$ cat src/rtl/txwb_pkg.sv
// Shared types and helpers for the count-driven TX read controller.
package txwb_pkg;

  localparam int unsigned BeatBytes = 8;
  localparam int unsigned TagW      = 9;  // {last, keep[7:0]}

  typedef enum logic [1:0] {
    StIdle,
    StCntWait,
    StXfer
  } state_e;

  // Byte-enable mask for the final beat; a zero remainder means a full beat.
  function automatic logic [7:0] last_keep(input logic [2:0] rem);
    logic [8:0] mask;
    mask = (9'd1 << rem) - 9'd1;
    last_keep = (rem == 3'd0) ? 8'hFF : mask[7:0];
  endfunction

endpackage

$ cat src/rtl/txwb_skid2.sv
// Two-entry skid FIFO holding data FIFO return words plus their {last, keep} tag.
module txwb_skid2 #(
  parameter int unsigned Width = 64,
  parameter int unsigned TagW  = 9
) (
  input  logic             clk_i,
  input  logic             rst_i,
  input  logic             wr_i,
  input  logic [Width-1:0] wdata_i,
  input  logic [TagW-1:0]  wtag_i,
  input  logic             rd_i,
  output logic             valid_o,
  output logic [Width-1:0] data_o,
  output logic [TagW-1:0]  tag_o,
  output logic [1:0]       occ_o
);

  logic [Width-1:0] data0_q, data1_q;
  logic [TagW-1:0]  tag0_q, tag1_q;
  logic             wr_ptr_q, rd_ptr_q;
  logic [1:0]       occ_q;
  logic             pop;

  assign pop     = rd_i && (occ_q != 2'd0);
  assign valid_o = (occ_q != 2'd0);
  assign occ_o   = occ_q;

  // Idle bus reads as zero so the stream outputs are clean outside a beat.
  assign data_o = !valid_o ? '0 : (rd_ptr_q ? data1_q : data0_q);
  assign tag_o  = !valid_o ? '0 : (rd_ptr_q ? tag1_q : tag0_q);

  always_ff @(posedge clk_i or posedge rst_i) begin
    if (rst_i) begin
      data0_q  <= '0;
      data1_q  <= '0;
      tag0_q   <= '0;
      tag1_q   <= '0;
      wr_ptr_q <= 1'b0;
      rd_ptr_q <= 1'b0;
      occ_q    <= 2'd0;
    end else begin
      if (wr_i) begin
        if (wr_ptr_q) begin
          data1_q <= wdata_i;
          tag1_q  <= wtag_i;
        end else begin
          data0_q <= wdata_i;
          tag0_q  <= wtag_i;
        end
        wr_ptr_q <= ~wr_ptr_q;
      end
      if (pop) begin
        rd_ptr_q <= ~rd_ptr_q;
      end
      occ_q <= occ_q + {1'b0, wr_i} - {1'b0, pop};
    end
  end

endmodule

$ cat src/rtl/txwbcnt_rdctrl.sv
// Pops a byte count, then streams that packet's words from the data FIFO onto AXI-Stream.
module txwbcnt_rdctrl
  import txwb_pkg::*;
#(
  parameter int unsigned WIDTH = 64,
  parameter int unsigned LEN_W = 16
) (
  input  logic             clk,
  input  logic             reset,
  output logic             cnt_rden,
  input  logic [63:0]      cnt_dout,
  input  logic             cnt_rdempty,
  output logic             dat_rden,
  input  logic [WIDTH-1:0] dat_dout,
  input  logic             dat_rdempty,
  output logic             m_tvalid,
  input  logic             m_tready,
  output logic [WIDTH-1:0] m_tdata,
  output logic [7:0]       m_tkeep,
  output logic             m_tlast,
  output logic             busy,
  output logic             err_zero_len,
  output logic [15:0]      pkt_cnt
);

  localparam int unsigned WordsW = LEN_W - 2;

  state_e            state_q;
  logic [WordsW-1:0] words_left_q;
  logic [7:0]        last_keep_q;
  logic              rd_pend_q;
  logic [TagW-1:0]   pend_tag_q;
  logic              err_q;
  logic [15:0]       pkt_cnt_q;

  logic [LEN_W-1:0]  bytes;
  logic [LEN_W:0]    words_sum;
  logic [WordsW-1:0] words_calc;
  logic [1:0]        skid_occ;
  logic [2:0]        fill;
  logic              hs;
  logic              rd_last;
  logic [TagW-1:0]   skid_tag;
  logic              unused_cnt_hi;

  assign bytes         = cnt_dout[LEN_W-1:0];
  assign unused_cnt_hi = ^cnt_dout[63:LEN_W];
  // One extra bit keeps 65535 bytes from wrapping: 65542 >> 3 = 8192.
  assign words_sum  = {1'b0, bytes} + (LEN_W + 1)'(BeatBytes - 1);
  assign words_calc = words_sum[LEN_W:3];

  assign hs      = m_tvalid && m_tready;
  assign rd_last = (words_left_q == WordsW'(1));
  // Slots committed after this edge: stored + in flight - leaving.
  assign fill    = {1'b0, skid_occ} + {2'b0, rd_pend_q} - {2'b0, hs};

  assign cnt_rden = (state_q == StIdle) && !cnt_rdempty && !reset;
  assign dat_rden = (state_q == StXfer) && (words_left_q != '0) && !dat_rdempty &&
                    (fill < 3'd2);

  assign busy         = (state_q != StIdle);
  assign err_zero_len = err_q;
  assign pkt_cnt      = pkt_cnt_q;
  assign m_tlast      = skid_tag[8];
  assign m_tkeep      = skid_tag[7:0];

  always_ff @(posedge clk or posedge reset) begin
    if (reset) begin
      state_q      <= StIdle;
      words_left_q <= '0;
      last_keep_q  <= 8'h00;
      rd_pend_q    <= 1'b0;
      pend_tag_q   <= '0;
      err_q        <= 1'b0;
      pkt_cnt_q    <= 16'd0;
    end else begin
      rd_pend_q <= dat_rden;
      err_q     <= 1'b0;
      if (dat_rden) begin
        pend_tag_q <= {rd_last, rd_last ? last_keep_q : 8'hFF};
      end
      unique case (state_q)
        StIdle: begin
          if (cnt_rden) state_q <= StCntWait;
        end
        StCntWait: begin
          if (bytes == '0) begin
            err_q   <= 1'b1;
            state_q <= StIdle;
          end else begin
            words_left_q <= words_calc;
            last_keep_q  <= last_keep(bytes[2:0]);
            state_q      <= StXfer;
          end
        end
        StXfer: begin
          if (dat_rden) words_left_q <= words_left_q - WordsW'(1);
          if (hs && m_tlast) begin
            state_q   <= StIdle;
            pkt_cnt_q <= pkt_cnt_q + 16'd1;
          end
        end
        default: state_q <= StIdle;
      endcase
    end
  end

  txwb_skid2 #(
    .Width (WIDTH),
    .TagW  (TagW)
  ) u_skid (
    .clk_i   (clk),
    .rst_i   (reset),
    .wr_i    (rd_pend_q),
    .wdata_i (dat_dout),
    .wtag_i  (pend_tag_q),
    .rd_i    (m_tready),
    .valid_o (m_tvalid),
    .data_o  (m_tdata),
    .tag_o   (skid_tag),
    .occ_o   (skid_occ)
  );

endmodule

$ cat config.mk
export PLATFORM = sky130hd
export DESIGN_NAME = txwbcnt_rdctrl
export DESIGN_NICKNAME = d
export VERILOG_FILES = /design/src/rtl/txwb_pkg.sv /design/src/rtl/txwb_skid2.sv /design/src/rtl/txwbcnt_rdctrl.sv
export SDC_FILE = /design/constraint.sdc
export NUM_CORES = 1
export LEC_CHECK = 0
export CAP_MARGIN = 20
export CORE_MARGIN = 4
export CORE_UTILIZATION = 54
export DETAILED_ROUTE_END_ITERATION = 7
export GPL_TIMING_DRIVEN = 0
export PLACE_DENSITY = 0.88
export SLEW_MARGIN = 30
export SYNTH_ARGS = -nofsm -noshare
export SYNTH_HDL_FRONTEND = slang
export SYNTH_SLANG_ARGS = --single-unit
$ cat constraint.sdc
create_clock -name clk -period 11.1 [get_ports clk]
set_input_delay 2.22 -clock clk [delete_from_list [all_inputs] [get_ports clk]]
set_output_delay 2.22 -clock clk [all_outputs]
set_load 0.005 [all_outputs]
==> impl_metrics.csv, run 1 <==
group,metric,value,unit
placement,dp_hpwl,15.8,mm
cells_and_area,drive_above_1_share,19.4,%
critical_path,cp-start-kind,"input port",
floorplanning,num_rows,47,
pwr,p_switching,1.14,mW
pwr,seq_power_share,35.8,%
cells_and_area,area_delta_synth_final,30.6,%
pwr,power.density,290,nW/µm²
sta,tns,0,ns
clock_network,numClockSinks,201,
route,vias,6932,
cells_and_area,seqCellArea,5030,µm²
floorplanning,coreArea,16800,µm²
hold_path,hold_path_class,"reg2reg",
critical_path,reg2regPathDepth,10,
sta,rsz0062_at_grt,"no",
synth,synthesis.area,9380,µm²
sta,max_slew_margin,47.0,%
critical_path,crit_fanout,11,
synth,synth_edf_count,0,
floorplanning,fp.dieW,140,µm
pwr,static-leakage-power,5.30,nW
placement,port_buffers,175,
synth,synth_async_sr_flop_share,100,%
route,drt_iter0_markers,406,
synth,synth.most_common_cell,"dfrtp_1",
global_route,grt_pass1_vias,7233,
sta,fmax,121,MHz
floorplanning,die_y,140,µm
critical_path,rrSetupSlack,7.28,ns
clock_network,numCtsBuffers,22,
clock_network,clkSlewWorstSetupHoldPaths,0.05,ns
clock_network,insertion_delay,0.49,ns
sta,final-setup-viol-count,0,
global_route,antenna_found_initial,1,
global_route,grtUsageTotal,23.7,%
pwr,p_int,2.41,mW
global_route,grt_max_degree,83,
pwr,clockPowerShare,21.7,%
critical_path,endpoint_kind,"output port",
sta,fin_crit,8.28,ns
clock_network,cts_resized,0,
status,status,"complete, no violations",
hold_path,hold_depth,1,
cells_and_area,multi_input_area,4120,µm²
critical_path,path_class,"in2out",
floorplanning,dieArea,19500,µm²
clock_network,tritoncts,"done",
critical_path,crit_arrival,6.06,ns
route,antenna_left,0,
synth,syn_nets,916,
critical_path,crit_start,"m_tready",
placement,placed_cell_area,11500,µm²
cells_and_area,fin_util,72.8,%
clock_network,root_buffer,"clkbuf_16",
synth,ys_seq_elements,201,
global_route,grt.overflow.total,0,
synth,synthDistinctLibCells,51,
route,viasPerCell,5.73,
route,dr.pass1.iters,4,
clock_network,clk_path_buf_depth,3,
placement,gp_congestion,0.849,
synth,syn_avg_cell_area,12.1,µm²
sta,final_min_period_over_clock_period,74.6,%
hold_path,min-delay-start,"last_keep_q[0]",
cells_and_area,fin_nets,1117,
pwr,ir_worst_vdd,191,µV
clock_network,cts-htree-levels,1,
route,drc,0,
pwr,power_frac_comb,42.6,%
clock_network,post-cts-setup-buffer-count,0,
synth,ys.flop_type,"dfrtp_1",
sta,worst_slew_pin_slew,0.794,ns
route,wirelength,23.7,mm
critical_path,regToRegEndpoint,"pend_tag_q[6]",
cells_and_area,fill_cells,1150,
route,wl_per_cell,19.6,µm
sta,fin_worst_skew,0.00916,ns
cells_and_area,fin_area,12300,µm²
hold_path,hold_path_end,"last_keep_q[0]",
floorplanning,initial_core_util,55.8,%
synth,synth-seq-area-share,53.6,%
pwr,swShare,32.1,%
clock_network,cts_hold_buf,0,
sta,slew_viol_final,0,
critical_path,required,8.88,ns
sta,hold_ws,0.471,ns
synth,yosys_warnings,0,
floorplanning,num_io_pins,227,
synth,synth_area_leader_cell,"dfrtp_1",
synth,synthTopCellsByCount,"dfrtp_1, mux2_2, nor2_1",
synth,yosys-top-cells-area,"dfrtp_1, mux2_2, mux2i_1",
synth,syn_inst,776,
sta,finalHoldViolations,0,
global_route,grt_pass1_wl,38.0,mm
flow_run,max-cap-violations,0,
synth,synth_top_area_share,53.6,%
critical_path,crit-reg2reg-launch,"u_skid.occ_o[1]",
==> cells in the final DEF (no fill, tap or decap), drive strengths merged, types with 5 or more instances in the layout <==
cell	count
nor3	15
nand4	13
xor2	9
o21ai	20
a31oi	5
nand2	23
xnor2	18
ha	6
dfrtp	201
buf	18
clkdlybuf4s50	175
nor4	7
nor2	104
mux2	146
o22ai	8
nand2b	5
clkbuf	61
o22a	8
a22o	5
a21oi	6
nand3	11
mux2i	75
inv	16
==> cell families (layout without fill, tap and decap cells) <==
family / Yosys count / after routing / synth area share [%]
buffers and inverters: 60 / 273 / 2.55
AND/OR/NAND/NOR: 192 / 192 / 9.72
AO/OA/AOI/OAI: 68 / 68 / 5.07
multiplexers: 221 / 221 / 25.5
adder cells (fa/ha/maj): 7 / 7 / 1.01
flip-flops: 201 / 201 / 53.6
XOR/XNOR: 27 / 27 / 2.52
other: 0 / 1 / 0
==> how the worst max path moves through the flow <==
stage                          to  slack (ns)
2_1_floorplan        err_zero_len        3.40
3_3_place_gp   u_skid.data1_q[18]        0.89
3_5_place_dp             dat_rden        2.90
4_1_cts                  dat_rden        2.85
5_1_grt                  dat_rden        2.59
6_report                 dat_rden        2.82
==> layer usage <==
layer  global-route usage (%)  vias up  share of wire [%]
li1                         -     3154                  -
met1                     30.4     3507                 41
met2                     42.1      228                 51
met3                     4.08       43                5.3
met4                     5.92        0                2.3
met5                        0        -                  0
==> registers in the layout, indices dropped and copies added (netlist names), 2 cells and up <==
| register | flops |
|---|---|
| u_skid.tag0_q | 9 |
| u_skid.occ_o | 2 |
| last_keep_q | 8 |
| words_left_q | 14 |
| u_skid.data0_q | 64 |
| u_skid.tag1_q | 9 |
| pkt_cnt | 16 |
| u_skid.data1_q | 64 |
| pend_tag_q | 9 |
| state_q | 2 |
==> per-stage QoR <==
| step | power [mW] | setup slack, ns | std cells |
|---|---|---|---|
| 6_report | 3.55 | 2.82 | 1210 |
| 5_1_grt | 3.76 | 2.59 | 1210 |
| 4_1_cts | 3.57 | 2.85 | 1209 |
| 3_5_place_dp | 2.76 | 2.90 | 1173 |
| 3_3_place_gp | 2.69 | 0.885 | 1171 |
| 2_1_floorplan | 2.05 | 3.40 | 776 |
==> layout make-up <==
type | instances | share of cell area, %
diodes | 1 | 0.0204
well taps | 220 | 2.25
multi-input cells | 515 | 33.6
repair buffers | 177 | 14.7
inverters | 15 | 0.521
clock buffers | 32 | 5.46
flip-flops and latches | 201 | 41.1
clock inverters | 4 | 0.827
plain buffers | 45 | 1.49
==> worst max-delay path, cell delays in order <==
cell,delay [ns]
clkdlybuf4s50_1,0.39
o21ai_1,0.26
inv_1,0.09
ha_1,0.28
inv_1,0.04
ha_1,0.19
fa_1,0.46
or4_1,0.59
a31oi_2,0.40
clkbuf_1,0.51
clkdlybuf4s50_1,0.62
==> power groups by stage <==
stage	Clock, mW	Combinational, mW	Sequential (mW)
finish	0.769	1.51	1.27
global route	0.815	1.64	1.30
detailed placement	0	1.49	1.26
floorplan	0	0.842	1.20
CTS	0.779	1.52	1.26
global placement	0	1.46	1.24
No activity file was read; power rests on OpenSTA's default activity.
==> run 2: changes to the inputs <==
--- a/config.mk
+++ b/config.mk
@@ -7,10 +7,10 @@
 export LEC_CHECK = 0
 export CAP_MARGIN = 20
 export CORE_MARGIN = 4
-export CORE_UTILIZATION = 54
+export CORE_UTILIZATION = 50
 export DETAILED_ROUTE_END_ITERATION = 7
 export GPL_TIMING_DRIVEN = 0
-export PLACE_DENSITY = 0.88
+export PLACE_DENSITY = 0.83
 export SLEW_MARGIN = 30
 export SYNTH_ARGS = -nofsm -noshare
 export SYNTH_HDL_FRONTEND = slang
==> constraint.sdc (replaced) <==
create_clock -name clk -period 8.17 [get_ports clk]
set_input_delay 1.634 -clock clk [delete_from_list [all_inputs] [get_ports clk]]
set_output_delay 1.634 -clock clk [all_outputs]
set_load 0.005 [all_outputs]
==> run 2 against run 1 <==
Count of clock-buffer cells in the layout is the same. Clock skew fell by 0.00079 ns. Largest cell class unchanged. Final cell count increased by 0.91%. Die area rose by 7.5%. Core utilization shrank 5.5 points. Routed wire length down 5.7%. Hold slack improved by 0.0027 ns. Flip-flop and latch count is the same. First-iteration DRC count is 4.9% lower. Worst setup slack worse by 1.8 ns. Total power increased by 34%.
==> impl_metrics.csv, run 2 (synthesized netlist as in run 1, its figures left out) <==
group,metric,value,unit
status,status,"complete, no violations",
sta,hold_ws,0.474,ns
cells_and_area,mostFrequentLayoutCells,"dfrtp_1, clkdlybuf4s50_1, mux2_2",
route,vias,6814,
global_route,grt.overflow.total,0,
route,wl_per_cell,18.3,µm
critical_path,critPathSlowestCell,"clkdlybuf4s50_1",
clock_network,cts-htree-levels,1,
pwr,clockPowerShare,21.5,%
critical_path,rrSetupSlack,4.30,ns
route,drc,0,
clock_network,cts_resized,0,
sta,final-setup-viol-count,0,
cells_and_area,area_delta_synth_final,30.6,%
sta,finalHoldViolations,0,
sta,slew_viol_final,0,
clock_network,tritoncts,"done",
clock_network,cts_hold_buf,0,
floorplanning,num_rows,49,
sta,fin_crit,7.13,ns
floorplanning,coreArea,18200,µm²
cells_and_area,multi_input_area,4120,µm²
critical_path,regToRegEndpoint,"pend_tag_q[6]",
placement,dp_hpwl,15.7,mm
floorplanning,die_y,145,µm
pwr,static-leakage-power,5.30,nW
route,viasPerCell,5.58,
global_route,grt_max_degree,89,
critical_path,crit-reg2reg-launch,"u_skid.occ_o[1]",
placement,port_buffers,175,
pwr,power.density,388,nW/µm²
route,antenna_left,0,
pwr,p_int,3.25,mW
floorplanning,initial_core_util,51.5,%
route,drt_iter0_markers,386,
critical_path,cp-start-kind,"input port",
cells_and_area,fill_cells,1392,
route,wirelength,22.3,mm
route,dr.pass1.iters,4,
floorplanning,num_io_pins,227,
sta,fin_worst_skew,0.00837,ns
sta,fmax,140,MHz
sta,rsz0062_at_grt,"no",
hold_path,min-delay-start,"last_keep_q[0]",
clock_network,clkSlewWorstSetupHoldPaths,0.06,ns
clock_network,numCtsBuffers,22,
critical_path,crit_arrival,5.50,ns
global_route,grt_pass1_wl,36.4,mm
critical_path,endpoint_kind,"output port",
critical_path,path_class,"in2out",
clock_network,root_buffer,"clkbuf_16",
critical_path,crit_path_end,"dat_rden",
clock_network,numClockSinks,201,
critical_path,cp_num_buf_inv,5,
sta,max_slew_margin,46.8,%
clock_network,clk_path_buf_depth,3,
cells_and_area,final_common_cell,"dfrtp_1",
clock_network,post-cts-setup-buffer-count,0,
pwr,power_frac_comb,42.7,%
critical_path,cp_cell_sequence,"clkdlybuf4s50_1, o21ai_1, inv_1, ha_1, inv_1, ha_1, fa_1, or4_1, a31oi_2, clkbuf_1, clkdlybuf4s50_1",
critical_path,max_stage_delay,0.62,ns
critical_path,reg2regPathDepth,10,
floorplanning,dieArea,21000,µm²
clock_network,insertion_delay,0.49,ns
critical_path,cp_num_cells,11,
cells_and_area,drive_above_1_share,19.7,%
global_route,grtUsageTotal,20.7,%
cells_and_area,fin_nets,1117,
flow_run,max-cap-violations,0,
global_route,antenna_found_initial,1,
sta,final_min_period_over_clock_period,87.3,%
cells_and_area,num_antenna_cells,0,
sta,worst_slew_pin_slew,0.797,ns
critical_path,path_delay_family,"buffers and inverters",
pwr,swShare,31.8,%
floorplanning,fp.dieW,145,µm
cells_and_area,fin_util,67.3,%
pwr,p_switching,1.51,mW
pwr,seq_power_share,35.9,%
critical_path,crit_start,"m_tready",
critical_path,crit_fanout,11,
global_route,grt_pass1_vias,6840,
cells_and_area,seqCellArea,5030,µm²
pwr,ir_worst_vdd,173,µV
placement,gp_congestion,0.868,
hold_path,hold_path_class,"reg2reg",
critical_path,required,6.54,ns
run 2: cell types whose count changed in the layout (fill, tap and decap cells not counted):
cell,previous run,this run
clkinv_2,0,2
clkinv_4,0,2
bufinv_16,3,2
clkinvlp_4,0,1
diode_2,1,0
inv_8,2,1
run 2: worst min path at each step:
stage                endpoint  slack [ns]  cells past startpoint
2_1_floorplan  last_keep_q[0]        0.44                      1
3_3_place_gp   last_keep_q[0]        0.45                      1
3_5_place_dp   last_keep_q[0]        0.46                      1
4_1_cts        last_keep_q[0]        0.47                      1
5_1_grt        last_keep_q[0]        0.51                      1
6_report       last_keep_q[0]        0.47                      1
run 2: per-layer routing:
metal	vias up	wire, µm	track usage, %
met2	225	10900	35.0
met4	2	237	3.37
met3	22	1400	3.80
met5	-	13	0
li1	3165	-	-
met1	3400	9840	28.8
run 2: power groups by stage:
| stage | logic, mW | registers (mW) | clock network [mW] |
|---|---|---|---|
| after floorplan | 1.14 | 1.64 | 0 |
| after global placement | 1.99 | 1.68 | 0 |
| after detailed placement | 2.04 | 1.71 | 0 |
| after CTS | 2.06 | 1.70 | 1.04 |
| after global routing | 2.21 | 1.75 | 1.09 |
| final | 2.03 | 1.71 | 1.02 |
run 2: final cells by class:
cell class	instances	share of cell area, %
multi-input combinational	515	33.6
clock inverter	7	0.776
sequential	201	41.0
buffer	45	1.49
tap	229	2.34
inverter	15	0.521
clock buffer	32	5.46
timing repair buffer	177	14.7
run 2: stage by stage:
stage / TNS (ns) / setup WS [ns] / total power, mW / cell area [µm²] / instances
floorplan: 0 / 1.05 / 2.78 / 9380 / 776
global placement: -290.79 / -1.46 / 3.67 / 11400 / 1180
detailed placement: 0 / 1.05 / 3.76 / 11500 / 1182
CTS: 0 / 1.03 / 4.80 / 12200 / 1221
global route: 0 / 0.803 / 5.05 / 12300 / 1221
finish: 0 / 1.04 / 4.76 / 12300 / 1221
==> run 3: changes to the inputs <==
==> constraint.sdc (replaced) <==
create_clock -name clk -period 8.17 [get_ports clk]
set_input_delay 1.634 -clock clk [delete_from_list [all_inputs] [get_ports clk]]
set_output_delay 1.634 -clock clk [all_outputs]
set_load 0.02 [all_outputs]
==> results of run 3 <==
Same layout as run 2 (identical final DEF). Status: complete, no violations.
Among the figures that moved: setup slack after placement 1.05 ns -> 0.950 ns; setup slack after layout 1.04 ns -> 0.933 ns; total power 4.76 mW -> 5.10 mW; worst IR drop on VDD 173 µV -> 194 µV
